## src/rtl/seq_divider32.sv

```systemverilog
// ---------------------------------------------------------------------------
// seq_divider32
//   Iterative radix-2 restoring divider. Operands are converted to unsigned
//   magnitudes when accepted, one quotient bit is produced per cycle MSB
//   first, and signs are re-applied in a two-cycle FIX phase before the
//   results are published together with a one-cycle done pulse.
//
//   Optional feature macro: DIV_EARLY_EXIT_EN
//     When defined, an operation whose divisor magnitude is zero or larger
//     than the dividend magnitude skips the iteration phase entirely.
//
// Ports
//   clk          rising-edge clock
//   rst          asynchronous, active-high reset
//   start        request, sampled only while idle
//   in0          dividend
//   in1          divisor
//   sign_en_in0  1: in0 is two's complement, 0: unsigned
//   sign_en_in1  1: in1 is two's complement, 0: unsigned
//   busy         high from the cycle after acceptance until done
//   done         one-cycle pulse, results valid
//   quotient     result quotient, held between operations
//   remainder    result remainder (sign of dividend), held
//   div_by_zero  set with done when divisor was zero, held
// ---------------------------------------------------------------------------
module seq_divider32 #(
  parameter int WIDTH = 32
) (
  input  logic             clk,
  input  logic             rst,
  input  logic             start,
  input  logic [WIDTH-1:0] in0,
  input  logic [WIDTH-1:0] in1,
  input  logic             sign_en_in0,
  input  logic             sign_en_in1,
  output logic             busy,
  output logic             done,
  output logic [WIDTH-1:0] quotient,
  output logic [WIDTH-1:0] remainder,
  output logic             div_by_zero
);

  localparam int CW = $clog2(WIDTH);

  typedef enum logic [1:0] {IDLE, CALC, FIX} state_t;

  state_t           state;
  logic [CW-1:0]    cnt;
  logic [WIDTH-1:0] dvd;     // dividend shifter, becomes the quotient
  logic [WIDTH-1:0] dsr;     // divisor magnitude
  logic [WIDTH-1:0] rem;     // partial remainder
  logic [WIDTH-1:0] raw0;    // original dividend, returned on divide by zero
  logic             neg0_r;
  logic             neg1_r;
  logic             dz_r;
  logic             fix_ph;

  logic             neg0;
  logic             neg1;
  logic [WIDTH-1:0] mag0;
  logic [WIDTH-1:0] mag1;
  logic [WIDTH:0]   trial;
  logic             ge;
  logic [WIDTH-1:0] diff;

  // Negating the most negative value yields the same bit pattern, which is
  // exactly its magnitude when read as unsigned.
  assign neg0 = sign_en_in0 & in0[WIDTH-1];
  assign neg1 = sign_en_in1 & in1[WIDTH-1];
  assign mag0 = neg0 ? (~in0 + 1'b1) : in0;
  assign mag1 = neg1 ? (~in1 + 1'b1) : in1;

  // Shift the next dividend bit into the remainder; the extra top bit keeps
  // the comparison exact. The subtraction result always fits in WIDTH bits.
  assign trial = {rem, dvd[WIDTH-1]};
  assign ge    = trial >= {1'b0, dsr};
  assign diff  = trial[WIDTH-1:0] - dsr;

`ifdef DIV_EARLY_EXIT_EN
  logic early;
  assign early = (mag1 == '0) || (mag0 < mag1);
`endif

  always_ff @(posedge clk or posedge rst) begin
    if (rst) begin
      state       <= IDLE;
      cnt         <= '0;
      dvd         <= '0;
      dsr         <= '0;
      rem         <= '0;
      raw0        <= '0;
      neg0_r      <= 1'b0;
      neg1_r      <= 1'b0;
      dz_r        <= 1'b0;
      fix_ph      <= 1'b0;
      busy        <= 1'b0;
      done        <= 1'b0;
      quotient    <= '0;
      remainder   <= '0;
      div_by_zero <= 1'b0;
    end else begin
      done <= 1'b0;
      case (state)
        IDLE: begin
          // A start coinciding with the done pulse is deliberately dropped.
          if (start && !done) begin
            raw0   <= in0;
            neg0_r <= neg0;
            neg1_r <= neg1;
            dz_r   <= (in1 == '0);
            dvd    <= mag0;
            dsr    <= mag1;
            rem    <= '0;
            cnt    <= '0;
            fix_ph <= 1'b0;
            busy   <= 1'b1;
            state  <= CALC;
`ifdef DIV_EARLY_EXIT_EN
            if (early) begin
              dvd   <= '0;
              rem   <= mag0;
              state <= FIX;
            end
`endif
          end
        end

        CALC: begin
          rem <= ge ? diff : trial[WIDTH-1:0];
          dvd <= {dvd[WIDTH-2:0], ge};
          cnt <= cnt + 1'b1;
          if (cnt == CW'(WIDTH - 1)) state <= FIX;
        end

        FIX: begin
          if (!fix_ph) begin
            // First cycle: restore signs in place (or force the /0 results).
            fix_ph <= 1'b1;
            if (dz_r) begin
              dvd <= '1;
              rem <= raw0;
            end else begin
              if (neg0_r ^ neg1_r) dvd <= ~dvd + 1'b1;
              if (neg0_r)          rem <= ~rem + 1'b1;
            end
          end else begin
            // Second cycle: publish.
            quotient    <= dvd;
            remainder   <= rem;
            div_by_zero <= dz_r;
            done        <= 1'b1;
            busy        <= 1'b0;
            state       <= IDLE;
          end
        end

        default: state <= IDLE;
      endcase
    end
  end

endmodule

```

## config.mk

```make
export PLATFORM = sky130hd
export DESIGN_NAME = seq_divider32
export DESIGN_NICKNAME = d
export VERILOG_FILES = /design/src/rtl/seq_divider32.sv
export SDC_FILE = /design/constraint.sdc
export NUM_CORES = 1
export LEC_CHECK = 0
export BUFFER_PORTS_ARGS = -buffer_cell sky130_fd_sc_hd__buf_2
export CAP_MARGIN = 20
export CORE_ASPECT_RATIO = 0.9
export CORE_MARGIN = 4
export CORE_UTILIZATION = 53
export CTS_CLUSTER_SIZE = 14
export DETAILED_ROUTE_END_ITERATION = 8
export PLACE_DENSITY = 0.76
export SYNTH_ARGS = -nofsm -noshare
export SYNTH_HDL_FRONTEND = slang
export SYNTH_SLANG_ARGS = --single-unit
```

## constraint.sdc

```tcl
create_clock -name clk -period 6.65 [get_ports clk]
set_clock_uncertainty 0.05 [all_clocks]
set_input_delay 0.3325 -clock clk [delete_from_list [all_inputs] [get_ports clk]]
set_output_delay 0.3325 -clock clk [all_outputs]
set_load 0.02 [all_outputs]
```

==> flow_summary.toml <==
[sta]
slew_headroom = 0.3272
finalCritPeriodShare = 0.6286
drv_slew = 0
rsz0062_at_grt = "no"
hold_violations = 0
max_freq_ghz = 0.2392
setup_violations = 0
max_slew.worst_pin.slew_ps = 1005
period_minus_slack_ps = 4180
setup_slack_ps = 2470
fin_tns_setup_ps = 0

[cts]
tritoncts = "yes"
clk_pin_slew_ps = 60
ctsResizeCount = 0
ctsHtreeMaxLevel = 1
clock-root-buffer = "clkbuf_16"
cts_buffers = 23
clockBufferDepth = 3
postCtsSetupRepairBufs = 0
numClockSinks = 206
worstSkewPairLatency_ps = 520

[setup_path]
crit_arrival_ps = 4590
crit_required_ps = 7060
critPathMaxFanout = 41
path_class = "reg2reg"
reg2reg_to = "rem[17]"
start_kind = "register"
cp-end-kind = "register"
reg2reg_setup_slack_ps = 2470
r2r_start = "state[0]"
rr_worst_depth = 15
setup.worst_path.start = "state[0]"

[grt]
antenna_found_initial = 0
grt_pass1_wl_um = 66650
grt_pass1_vias = 11920
grt_max_degree = 109
grt_usage = 0.2924
gr-total-overflow = 0

[hold_path]
min_to = "dz_r"
hold_path_startpoint = "in1[30]"
hold_path_class = "in2reg"
whs_path_depth = 3

[drt]
viasPerCell = 6.242
wire_per_inst_um = 21.13
wl_um = 42790
first_iter_violations = 1290
dr_total_vias = 12640
antenna_left = 0
dr.pass1.iters = 5
drc_errors = 0

[cells_and_area]
n_fill_cell = 2266
antenna_cells = 0
fin_area_mm2 = 0.01542
area_growth_pct = 12.73
nNetsFinal = 1780
register_area_mm2 = 0.005156
multi_input_area_mm2 = 0.007929
drive_gt1_frac = 0.1824
fin_cells = 2025

[placement]
numPortBuffers = 135
placed_cell_area_mm2 = 0.01456
dp_slack_ps = 2587
placed_cells = 1981
dp_hpwl_um = 30960
gp_congestion = 0.9759

[floorplanning]
start_util = 0.5416
rows = 55
core_mm2 = 0.02526
die_h_um = 160.4
die_w_um = 177.3
dieArea_mm2 = 0.02845
pin_count = 136

[pwr]
p_leak_nw = 6.780
total_power_mw = 7.575
power.density_mw_per_mm2 = 491.3
ir_worst_vdd_uv = 226.7

[synthesis]
synth_edf_count = 0
ys_warn_count = 0
yosysSeqAreaShare = 0.3769
synth_cells = 1585
ys_ff_latch = 206
syn-num-nets = 1697
synthDistinctLibCells = 73
avgSynthCellArea_um2 = 8.630
ys_async_sr_fraction = 1.000
netlist_area_mm2 = 0.01368
yosys_most_used_dff = "dfrtp_1"

[outcome]
status = "complete, no violations"

[job]
cap_viol_max_count = 0
## cell usage after synthesis, types with 15 or more instances
cell / number / area share
inv_1: 65 / 0.018
or4_1: 15 / 0.0082
nand2_1: 185 / 0.051
nor3_1: 39 / 0.014
mux2_2: 88 / 0.072
xnor2_1: 62 / 0.040
a21o_1: 15 / 0.0082
nor2_1: 101 / 0.028
ha_1: 42 / 0.038
o21ai_0: 183 / 0.067
nand3_1: 36 / 0.013
nor4_1: 18 / 0.0082
o31ai_1: 16 / 0.0088
dfrtp_1: 206 / 0.38
xor2_1: 57 / 0.036
a21oi_1: 122 / 0.045
clkbuf_1: 86 / 0.024
## worst max path at each step
stage | slack [ps] | endpoint | cells after the start
2_1_floorplan | 640 | busy | 1
3_3_place_gp | 2680 | rem[17] | 15
3_5_place_dp | 2590 | rem[17] | 15
4_1_cts | 2530 | rem[17] | 15
5_1_grt | 2230 | rem[17] | 15
6_report | 2470 | rem[17] | 15
## cell type report
cell class,instances,share of cell area
clock buffer,34,0.04390
multi-input combinational,1216,0.5142
timing repair buffer,155,0.05599
tap,342,0.02775
sequential,206,0.3344
clock inverter,6,0.007222
inverter,66,0.01655
## power breakdown
group,total [mW],switching (mW),internal (mW)
registers,2.30,0.535,1.77
clock network,1.35,0.535,0.819
logic,3.92,2.41,1.51
total,7.58,3.48,4.09
## worst max-delay path: stages (launching register included)
cell	delay, ps
dfrtp_1	390
inv_1	100
ha_1	210
buf_4	260
nand2_1	110
buf_4	370
inv_2	280
buf_4	350
a2111oi_4	250
buf_4	360
nand3_1	360
or2_2	480
nor3_1	200
o21ai_0	90
o21ai_0	110
a221o_1	140
## cell families (layout without fill, tap and decap cells)
kind of cell / after synthesis / after routing / synth area share
multiplexers: 102 / 102 / 0.08269
buffers and inverters: 163 / 261 / 0.04537
flip-flops: 206 / 206 / 0.3769
AO/OA/AOI/OAI: 479 / 479 / 0.2152
XOR/XNOR: 119 / 119 / 0.07620
adder cells (fa/ha/maj): 43 / 43 / 0.03988
AND/OR/NAND/NOR: 473 / 473 / 0.1637
## placed cells by master (no fill, tap or decap), types with 18 or more instances in the layout
master	instances
clkbuf_16	23
nand3_1	36
xnor2_1	62
dfrtp_1	205
buf_2	135
nand2_1	185
nor4_1	18
inv_1	64
mux2_2	88
a21oi_1	122
ha_1	42
xor2_1	57
o21ai_0	183
nor3_1	39
nor2_1	101
## metrics by stage
| stage | utilization | hold slack (ps) |
|---|---|---|
| after floorplan | - | 378.7 |
| after global routing | 0.6106 | 77.56 |
| after CTS | 0.6087 | 55.58 |
| after global placement | 0.5767 | 410.2 |
| after detailed placement | 0.5767 | 417.8 |
| final | 0.6106 | 66.18 |
## metal layers
layer,global-route usage,up-vias,share of wire
met5,0,-,0
met4,0.07100,0,0.024
met3,0.06048,88,0.090
met2,0.4389,574,0.44
met1,0.4355,6104,0.45
li1,-,5874,-
## registers in the layout (all words and copies together) (netlist names)
name,flops
dsr,32
dvd,32
quotient,32
raw0,32
rem,32
remainder,32
cnt,5
state,2
busy,1
div_by_zero,1
done,1
dz_r,1
fix_ph,1
neg0_r,1
neg1_r,1
## timing repair
action | 4_1_cts | 5_1_grt
endpoints found under the setup margin | 0 | 0
hold endpoints to repair | 81 | 0
hold buffers | 2 | 0
Note: power is estimated with default switching activity, not from simulation.
